==> config.mk <==
export PLATFORM = sky130hd
export DESIGN_NAME = uart_frame_tx_flat
export DESIGN_NICKNAME = d
export VERILOG_FILES = /design/src/rtl/uart_pkg.sv /design/src/rtl/uart_frame_tx_if.sv /design/src/rtl/uart_frame_fifo.sv /design/src/rtl/uart_frame_tx.sv /design/src/flat_wrapper.sv
export SDC_FILE = /design/constraint.sdc
export NUM_CORES = 1
export LEC_CHECK = 0
export CELL_PAD_IN_SITES_DETAIL_PLACEMENT = 0
export CELL_PAD_IN_SITES_GLOBAL_PLACEMENT = 2
export CORE_MARGIN = 5
export CORE_UTILIZATION = 45
export CTS_BUF_LIST = sky130_fd_sc_hd__clkbuf_8
export DETAILED_ROUTE_END_ITERATION = 12
export PLACE_DENSITY = 0.76
export SETUP_SLACK_MARGIN = 0.1
export SLEW_MARGIN = 10
export SYNTH_ARGS = -nofsm -noshare
export SYNTH_HDL_FRONTEND = slang
export SYNTH_HIERARCHICAL = 1
export SYNTH_SLANG_ARGS = --single-unit
==> constraint.sdc <==
create_clock -name clk_100MHz -period 4.45 [get_ports clk_100MHz]
set_input_delay 0.445 -clock clk_100MHz [delete_from_list [all_inputs] [get_ports clk_100MHz]]
set_output_delay 0.445 -clock clk_100MHz [all_outputs]
set_load 0.01 [all_outputs]
==> src/rtl/uart_pkg.sv <==
// Shared types and constants for the UART frame transmitter.
package uart_pkg;

  typedef enum logic [2:0] {
    IDLE,
    START,
    DATA,
    STOP,
    GAP
  } state_t;

  localparam int UART_BAUD_115200_AT_100M = 868;

  function automatic int baud_w(input int clks);
    return (clks <= 2) ? 1 : $clog2(clks);
  endfunction

endpackage

==> src/rtl/uart_frame_tx_if.sv <==
// Frame payload valid/ready handshake between application and transmitter.
interface uart_frame_tx_if #(
  parameter int W = 32
);

  logic [W-1:0] frame_in;
  logic         frame_valid;
  logic         frame_ready;

  modport master (
    output frame_in,
    output frame_valid,
    input  frame_ready
  );

  modport slave (
    input  frame_in,
    input  frame_valid,
    output frame_ready
  );

endinterface

==> src/rtl/uart_frame_fifo.sv <==
// Synchronous frame FIFO with occupancy count; full blocks pushes outright.
module uart_frame_fifo #(
  parameter int W  = 32,
  parameter int AW = 2
) (
  input  logic          clk,
  input  logic          rst,
  input  logic [W-1:0]  wdata,
  input  logic          push,
  input  logic          pop,
  output logic [W-1:0]  rdata,
  output logic [AW:0]   count,
  output logic          full,
  output logic          empty
);

  localparam int DEPTH = 1 << AW;

  logic [W-1:0]  mem [DEPTH];
  logic [AW-1:0] wptr;
  logic [AW-1:0] rptr;
  logic          do_push;
  logic          do_pop;

  assign full    = (count == (AW+1)'(DEPTH));
  assign empty   = (count == '0);
  assign do_push = push && !full;
  assign do_pop  = pop && !empty;
  assign rdata   = mem[rptr];

  always_ff @(posedge clk) begin
    if (do_push) mem[wptr] <= wdata;
  end

  always_ff @(posedge clk or posedge rst) begin
    if (rst) begin
      wptr  <= '0;
      rptr  <= '0;
      count <= '0;
    end else begin
      if (do_push) wptr <= wptr + AW'(1);
      if (do_pop)  rptr <= rptr + AW'(1);
      if (do_push && !do_pop)
        count <= count + (AW+1)'(1);
      else if (do_pop && !do_push)
        count <= count - (AW+1)'(1);
    end
  end

endmodule

==> src/rtl/uart_frame_tx.sv <==
// Multi-byte UART frame transmitter with frame FIFO and baud generator.
// Define UART_FRAME_CKSUM_EN to append an XOR checksum character per frame.
module uart_frame_tx
  import uart_pkg::*;
#(
  parameter int DBITS        = 8,
  parameter int FRAME_BYTES  = 4,
  parameter int FIFO_AW      = 2,
  parameter int CLKS_PER_BIT = UART_BAUD_115200_AT_100M,
  parameter int STOP_BITS    = 1,
  parameter int GAP_BITS     = 0
) (
  input  logic              clk_100MHz,
  input  logic              reset,
  uart_frame_tx_if.slave    bus,
  output logic              tx,
  output logic              busy,
  output logic              frame_done,
  output logic [FIFO_AW:0]  level
);

  localparam int FW = FRAME_BYTES * DBITS;
`ifdef UART_FRAME_CKSUM_EN
  localparam int NCH = FRAME_BYTES + 1;
`else
  localparam int NCH = FRAME_BYTES;
`endif
  localparam int CW   = baud_w(CLKS_PER_BIT);
  localparam int BM0  = (DBITS > STOP_BITS) ? DBITS : STOP_BITS;
  localparam int BMAX = (BM0 > GAP_BITS) ? BM0 : GAP_BITS;
  localparam int BW   = $clog2(BMAX) + 1;
  localparam int YW   = $clog2(NCH) + 1;

  localparam logic [CW-1:0] CNT_L = CW'(CLKS_PER_BIT - 1);
  localparam logic [BW-1:0] DAT_L = BW'(DBITS - 1);
  localparam logic [BW-1:0] STP_L = BW'(STOP_BITS - 1);
  localparam logic [BW-1:0] GAP_L =
    BW'((GAP_BITS > 0) ? GAP_BITS - 1 : 0);
  localparam logic [YW-1:0] CH_L  = YW'(NCH - 1);

  state_t            state;
  state_t            nxt;
  logic [CW-1:0]     cnt;
  logic [BW-1:0]     bit_idx;
  logic [YW-1:0]     byte_idx;
  logic [FW-1:0]     frame_sr;
  logic [DBITS-1:0]  char_sr;
  logic [FW-1:0]     rdata;
  logic              full;
  logic              empty;
  logic              pop;
  logic              next_char;
  logic              done_c;
  logic              tick;
`ifdef UART_FRAME_CKSUM_EN
  localparam logic [YW-1:0] CK_IDX = YW'(FRAME_BYTES - 1);
  logic [DBITS-1:0]  cksum;
`endif

  uart_frame_fifo #(
    .W  (FW),
    .AW (FIFO_AW)
  ) u_fifo (
    .clk   (clk_100MHz),
    .rst   (reset),
    .wdata (bus.frame_in),
    .push  (bus.frame_valid),
    .pop   (pop),
    .rdata (rdata),
    .count (level),
    .full  (full),
    .empty (empty)
  );

  assign bus.frame_ready = !full;
  assign busy            = (state != IDLE);
  assign tick            = (cnt == CNT_L);

  always_comb begin
    nxt       = state;
    pop       = 1'b0;
    next_char = 1'b0;
    done_c    = 1'b0;
    unique case (state)
      IDLE: begin
        if (!empty) begin
          pop = 1'b1;
          nxt = START;
        end
      end
      START: if (tick) nxt = DATA;
      DATA: begin
        if (tick && bit_idx == DAT_L) nxt = STOP;
      end
      STOP: begin
        if (tick && bit_idx == STP_L) begin
          if (byte_idx != CH_L) begin
            next_char = 1'b1;
            nxt       = START;
          end else begin
            done_c = 1'b1;
            // back-to-back frames skip IDLE entirely
            if (GAP_BITS > 0) begin
              nxt = GAP;
            end else if (!empty) begin
              pop = 1'b1;
              nxt = START;
            end else begin
              nxt = IDLE;
            end
          end
        end
      end
      GAP: begin
        if (tick && bit_idx == GAP_L) begin
          if (!empty) begin
            pop = 1'b1;
            nxt = START;
          end else begin
            nxt = IDLE;
          end
        end
      end
      default: nxt = IDLE;
    endcase
  end

  always_ff @(posedge clk_100MHz or posedge reset) begin
    if (reset) begin
      state      <= IDLE;
      cnt        <= '0;
      bit_idx    <= '0;
      byte_idx   <= '0;
      frame_sr   <= '0;
      char_sr    <= '0;
      tx         <= 1'b1;
      frame_done <= 1'b0;
`ifdef UART_FRAME_CKSUM_EN
      cksum      <= '0;
`endif
    end else begin
      state      <= nxt;
      frame_done <= done_c;
      if (nxt != state || tick || state == IDLE)
        cnt <= '0;
      else
        cnt <= cnt + CW'(1);
      if (nxt != state)
        bit_idx <= '0;
      else if (tick)
        bit_idx <= bit_idx + BW'(1);
      if (pop) begin
        frame_sr <= rdata << DBITS;
        char_sr  <= rdata[FW-1 -: DBITS];
        byte_idx <= '0;
`ifdef UART_FRAME_CKSUM_EN
        cksum    <= rdata[FW-1 -: DBITS];
`endif
      end else if (next_char) begin
        byte_idx <= byte_idx + YW'(1);
`ifdef UART_FRAME_CKSUM_EN
        if (byte_idx == CK_IDX) begin
          char_sr <= cksum;
        end else begin
          char_sr  <= frame_sr[FW-1 -: DBITS];
          frame_sr <= frame_sr << DBITS;
          cksum    <= cksum ^ frame_sr[FW-1 -: DBITS];
        end
`else
        char_sr  <= frame_sr[FW-1 -: DBITS];
        frame_sr <= frame_sr << DBITS;
`endif
      end else if (state == DATA && tick) begin
        char_sr <= char_sr >> 1;
      end
      // tx trails the state by one clock so every bit is evenly registered
      tx <= (state == START) ? 1'b0 :
            (state == DATA)  ? char_sr[0] : 1'b1;
    end
  end

endmodule
==> src/flat_wrapper.sv <==
// flat-port wrapper written by rule: the top's interface ports become plain ports
module uart_frame_tx_flat import uart_pkg::*;
#(
  parameter int DBITS        = 8,
  parameter int FRAME_BYTES  = 4,
  parameter int FIFO_AW      = 2,
  parameter int CLKS_PER_BIT = UART_BAUD_115200_AT_100M,
  parameter int STOP_BITS    = 1,
  parameter int GAP_BITS     = 0
)
  (clk_100MHz, reset, tx, busy, frame_done, level, bus_frame_in, bus_frame_valid, bus_frame_ready);
  uart_frame_tx_if bus_i ();
  input  logic clk_100MHz;
  input  logic reset;
  output logic tx;
  output logic busy;
  output logic frame_done;
  output logic [FIFO_AW:0] level;
  input wire logic [$bits(bus_i.frame_in)-1:0] bus_frame_in;
  input wire logic [$bits(bus_i.frame_valid)-1:0] bus_frame_valid;
  output wire logic [$bits(bus_i.frame_ready)-1:0] bus_frame_ready;
  assign bus_i.frame_in = bus_frame_in;
  assign bus_i.frame_valid = bus_frame_valid;
  assign bus_frame_ready = bus_i.frame_ready;
  uart_frame_tx #(.DBITS(DBITS), .FRAME_BYTES(FRAME_BYTES), .FIFO_AW(FIFO_AW), .CLKS_PER_BIT(CLKS_PER_BIT), .STOP_BITS(STOP_BITS), .GAP_BITS(GAP_BITS)) u_core (.clk_100MHz(clk_100MHz), .reset(reset), .bus(bus_i), .tx(tx), .busy(busy), .frame_done(frame_done), .level(level));
endmodule
* Yosys cells after proc, flatten, opt, wreduce, memory -nomap -nowiden *
Memories as Yosys holds them, arrays and structs flattened.
Cells that the tools add are included.

storage, ports and cells
  register bits after elaboration = 69
  bits in writable memories = 128
  word-level logic and storage cells = 84
  memories kept = 1

memories
  name               words  width  rd ports  clocked after Yosys merged registers in  write ports  line                   RTL
  u_core.u_fifo.mem  4      32     1         0                                        1            uart_frame_fifo.sv:19  logic [W-1:0] mem [DEPTH];

operators by class
  $add $sub $neg = 7
  equality and inequality tests = 9
  mux-type cells = 35
  reduce and logical (&&, ||, !) cells = 21

operator list
  operator                                                count
  2-to-1 mux 32 bit                                       2
  2-to-1 mux 3 bit                                        10
  2-to-1 mux 8 bit                                        3
  2-to-1 mux 1 bit                                        15
  case mux 3 bit (5 select lines)                         1
  adder 10 x 1 -> 10 bit (second input constant)          1
  == test 10 bit (second input constant)                  1
  2-to-1 mux 10 bit                                       1
  2-to-1 mux 4 bit                                        2
  logical AND 1 bit                                       7
  adder 3 x 1 -> 3 bit (second input constant)            2
  == test 3 x 2 -> 1 bit (second input constant)          2
  == test 3 bit (second input constant)                   2
  zero test 3 bit                                         2
  nonzero test 2 bit                                      3
  nonzero test 3 bit                                      2
  adder 2 x 1 -> 2 bit (second input constant)            2
  adder 4 x 1 -> 4 bit (second input constant)            1
  == test 4 x 3 -> 1 bit (second input constant)          1
  zero test 1 bit                                         4
  zero test 4 bit                                         1
  == test 3 x 1 -> 1 bit (second input constant)          1
  inequality test 3 x 2 -> 1 bit (second input constant)  1
  inequality test 3 bit                                   1
  3 further kinds                                         4

* Logic depth before layout (Yosys ltp) *
  word-level depth = 9
  gate-level depth with buffers = 15

* Hierarchy *
Netlist, hierarchy kept.

modules (own cells, without submodules)
  module           times used  cells each  area each (sq um)  sequential area each (sq um)
  uart_frame_fifo  1           204         5104.9             4018.9
  uart_frame_tx    1           273         2854.0             1352.5

* Worst setup path after synthesis *
No wires, ideal clock.

  path kind = register to register
  start = register u_core.bit_idx[0]
  end = register u_core.u_fifo.count[1]
  library setup time = 0.125 ns
  data arrival time = 2.985 ns
  slack = 1.341 ns
  stages on the path, launching flop included = 14
  period minus slack after synthesis = 3.109 ns
  cells stage by stage = dfrtp_1 -> inv_1 -> ha_1 -> or3b_1 -> buf_2 -> nor4_2 -> a21oi_1 -> nor2_4 -> buf_2 -> nand2b_1 -> ha_1 -> inv_1 -> fa_1 -> mux2_2

between the ends
  word-level cells in the longest chain between the ends = 8
  elaborated cells on any way between the ends = 11
  those cells by class = mux (4); reduce/logical (7)

ends and longest elaborated chain
  element                                                        line                                       RTL
  from (decl)                                                    uart_frame_tx.sv:44                        logic [BW-1:0] bit_idx;
  from (signal assigned)                                         uart_frame_tx.sv:151                       bit_idx <= bit_idx + BW'(1);
  zero test 4 bit (*)                                            uart_frame_tx.sv:96, uart_frame_tx.sv:115
  logical AND 1 bit (*)                                          uart_frame_tx.sv:96, uart_frame_tx.sv:115
  2-to-1 mux 1 bit (on tied branches)                            uart_frame_tx.sv:115, uart_frame_tx.sv:96
  case mux 1 bit (3 select lines) (*)                            uart_frame_tx.sv:84                        unique case (state)
  named net u_core.pop                                           uart_frame_tx.sv:51                        logic pop;
  logical AND 1 bit (*)                                          uart_frame_fifo.sv:28                      assign do_pop = pop && !empty;
  zero test 1 bit                                                uart_frame_fifo.sv:43                      if (do_push && !do_pop)
  logical AND 1 bit                                              uart_frame_fifo.sv:43
  2-to-1 mux 3 bit / nonzero test 2 bit (equally long branches)  -
  to (signal assigned)                                           uart_frame_fifo.sv:44                      count <= count + (AW+1)'(1);
  to (signal assigned)                                           uart_frame_fifo.sv:46                      count <= count - (AW+1)'(1);
  to (decl)                                                      uart_frame_fifo.sv:12                      output logic [AW:0] count,

The timed path passes the listed nets; every way through them passes the cells marked *.
A chain may end at the register's enable or synchronous reset.

* Worst setup path in the final report *
  start = register u_core.cnt[0]
  end = register u_core.frame_sr[22]

between the ends
  word-level cells in the longest chain between the ends = 5
  elaborated cells on any way between the ends = 9
  those cells by class = eq/ne (1); mux (6); reduce/logical (2)

ends and longest elaborated chain
  element                                                                     line                                       RTL
  from (decl)                                                                 uart_frame_tx.sv:43                        logic [CW-1:0] cnt;
  from (signal assigned)                                                      uart_frame_tx.sv:147                       cnt <= cnt + CW'(1);
  == test 10 bit (*)                                                          uart_frame_tx.sv:77                        assign tick = (cnt == CNT_L);
  logical AND 1 bit (*)                                                       uart_frame_tx.sv:96, uart_frame_tx.sv:115
  2-to-1 mux 1 bit (on tied branches)                                         uart_frame_tx.sv:115, uart_frame_tx.sv:96
  case mux 1 bit (3 select lines) / 2-to-1 mux 1 bit (equally long branches)  uart_frame_tx.sv:84
  2-to-1 mux 32 bit / nonzero test 2 bit (equally long branches)              -
  to (signal assigned)                                                        uart_frame_tx.sv:153                       frame_sr <= rdata << DBITS;
  to (signal assigned)                                                        uart_frame_tx.sv:171                       frame_sr <= frame_sr << DBITS;
  to (decl)                                                                   uart_frame_tx.sv:46                        logic [FW-1:0] frame_sr;

Mark *: on every way between the ends. The rest lies on a longest branch, timed or not.

==> flow_metrics.env <==
export IMPL_routed_wl_um=13900
export IMPL_crit_path_start_kind="register"
export IMPL_vias_per_cell=5.38
export IMPL_start_util=0.460
export IMPL_fin_area_um2=8910
export IMPL_htree_levels=4
export IMPL_synthCells=477
export IMPL_synth_edf_count=128
export IMPL_cp_end_kind="register"
export IMPL_crit_slowest_cell="nor3_4"
export IMPL_maxCapViolCount=0
export IMPL_dieArea_um2=20400
export IMPL_die_x_um=143
export IMPL_rows=48
export IMPL_setup_violations=0
export IMPL_root_buffer="clkbuf_8"
export IMPL_utilization=0.515
export IMPL_post_cts_resized=0
export IMPL_critical_path_buf_inv_count=0
export IMPL_drt_pre_antenna_iters=5
export IMPL_drcViolationCount=0
export IMPL_cts_reportedPaths_clkPinSlew_ns=0.10
export IMPL_cp_common_cell="mux2_2"
export IMPL_core_um2=17300
export IMPL_fin_worst_skew_ns=0.00970
export IMPL_tightest_slew_ns=1.03
export IMPL_synth_area_leaders="edfxtp_1 (48%), dfrtp_1 (19%), mux4_2 (7.9%)"
export IMPL_syn_avg_cell_area_um2=16.7
export IMPL_drt_iter0_markers=259
export IMPL_yosysTopAreaCell="edfxtp_1"
export IMPL_tns_ns=0
export IMPL_dp_hpwl_um=8620
export IMPL_clock_sinks=189
export IMPL_p_total_mw=4.93
export IMPL_portBuffers=41
export IMPL_post_route_period_util=0.706
export IMPL_fin_hold_ws_ns=0.266
export IMPL_rsz0062_at_grt="false"
export IMPL_post_cts_buffers=0
export IMPL_slew_headroom=0.310
export IMPL_yosysUniqueCellTypes=57
export IMPL_yosysWarnings=6
export IMPL_placed_area_um2=8520
export IMPL_numCtsBuffers=17
export IMPL_clock_latency_ns=0.46
export IMPL_place_ws_ns=1.30
export IMPL_boundaryPins=42
export IMPL_path_class="reg -> reg"
export IMPL_drv_slew=0
export IMPL_period_minus_slack_ns=3.14
export IMPL_place_inst=724
export IMPL_area_growth_pct=11.9
export IMPL_synth_main_ff_cell="edfxtp_1"
export IMPL_crit_chain="ha_1 -> or3b_1 -> or3_1 -> nor3_4 -> mux2_2 -> mux2_2"
export IMPL_synth_most_common_cell="edfxtp_1"
export IMPL_max_stage_delay_ns=0.71
export IMPL_grt_overflow=0
export IMPL_fin_nets=564
export IMPL_layout_drive_gt1_share=0.185
export IMPL_vias=4064
export IMPL_grt_max_degree=55
export IMPL_gp_congestion=0.780
export IMPL_power_density_nw_per_um2=554
export IMPL_ir_drop_uv=282
export IMPL_netlist_top_cells_count="edfxtp_1 (128), dfrtp_1 (60), mux4_2 (28), nor2_1 (24)"
export IMPL_arrival_ns=3.48
export IMPL_async_flop_share=0.323
export IMPL_ys_seq_area_frac=0.675
export IMPL_antenna_found_initial=0
export IMPL_ys_ff_latch=189
export IMPL_die_y_um=143
export IMPL_fin_ws_ns=1.31
export IMPL_status="finished clean"
export IMPL_p_leak_nw=3.20
export IMPL_grt_pass1_wl_um=22900
export IMPL_wl_per_cell_um=18.3
export IMPL_synth_top_area_share=0.483
export IMPL_cts_tree="done"
export IMPL_hold_viol=0
export IMPL_grt_pass1_vias=4304
export IMPL_syn_num_nets=523
export IMPL_startpoint="u_core/cnt[0]$_DFF_PP0_"
export IMPL_hold_buffers=0
export IMPL_finalNonFillerCells=756
export IMPL_max_freq_ghz=0.318
export IMPL_track_usage=0.147
export IMPL_diodes=0
export IMPL_clock_path_buffers=2
export IMPL_ant_nets=0
export IMPL_nFillCells=1467
export IMPL_r2r_start="u_core/cnt[0]$_DFF_PP0_"
export IMPL_critPathMaxFanout=21
export IMPL_required_ns=4.79
export IMPL_crit_family="simple AND/OR/NAND/NOR gates"
export IMPL_synth_cell_area_um2=7960
export IMPL_holdCritPathClass="in -> async"
-- report_power, final --
group | switching [mW] | total (mW) | internal [mW] | leakage, nW
logic | 0.513 | 1.16 | 0.652 | 1.08
registers | 0.325 | 2.67 | 2.35 | 1.93
clock network | 0.628 | 1.09 | 0.464 | 0.195
-- cells by family after synthesis --
| group | synth area share |
|---|---|
| buffers and inverters | 0.0340 |
| and+or+nand+nor | 0.0689 |
| muxes | 0.138 |
| xor gates and xnor gates | 0.0198 |
| AOI/OAI and AO/OA | 0.0459 |
| DFF | 0.675 |
| adders and majority gates | 0.0182 |
-- worst paths after layout --
| kind | to | slack, ns | depth (start not counted) |
|---|---|---|---|
| setup / recovery | u_core/frame_sr[22]$_DFFE_PP0P_ | 1.31 | 6 |
| hold / removal | u_core/u_fifo/count[0]$_DFFE_PP0P_ | 0.27 | 2 |
| setup reg to reg | u_core/frame_sr[22]$_DFFE_PP0P_ | 1.31 | 6 |
| hold reg to reg | u_core/cnt[0]$_DFF_PP0_ | 0.50 | 1 |
| max in group asynchronous | u_core/frame_sr[12]$_DFFE_PP0P_ | 3.44 | 3 |
| min in group clk_100MHz | u_core/cnt[0]$_DFF_PP0_ | 0.50 | 1 |
-- final cells by class --
cell class                 count  area (µm²)  area share
clock buffer                  17         234      0.0263
clock inverter                15         158      0.0177
inverter                      22        82.6     0.00927
multi-input combinational    240        2320       0.260
sequential                   189        5370       0.603
tap                          225         282      0.0316
timing repair buffer          48         463      0.0520
-- flip-flops by register name, indices dropped and copies added (netlist names) --
register and cells:
u_core/u_fifo/mem 128, u_core/frame_sr 24, u_core/cnt 10, u_core/char_sr 8
u_core/bit_idx 4, u_core/byte_idx 3, u_core/state 3, u_core/u_fifo/count 3
u_core/u_fifo/rptr 2, u_core/u_fifo/wptr 2, u_core/frame_done 1, u_core/tx 1
-- cells in the final DEF, fill, tap and decap left out, drive strengths merged, types with 10 or more instances in the layout --
cell,count
edfxtp,128
dfrtp,60
clkdlybuf4s50,41
mux4,32
inv,28
nor2,25
mux2,25
nand2,22
clkbuf,17
and2,14
a21oi,12
xnor2,12
a221o,10
ha,10
-- worst reg2reg max path, stage by stage (launching register included) --
cell and delay, ns:
dfrtp_1 0.40, ha_1 0.21, or3b_1 0.45, or3_1 0.60, nor3_4 0.71, mux2_2 0.41
mux2_2 0.25
-- routing by layer --
| layer | global-route usage | vias to the layer above | wire (µm) |
|---|---|---|---|
| met5 | 0 | - | 0 |
| met3 | 0.0372 | 8 | 417 |
| met1 | 0.196 | 2115 | 6180 |
| li1 | - | 1888 | - |
| met2 | 0.239 | 53 | 7040 |
| met4 | 0.0440 | 0 | 212 |
(Power assumes the default switching activity.)
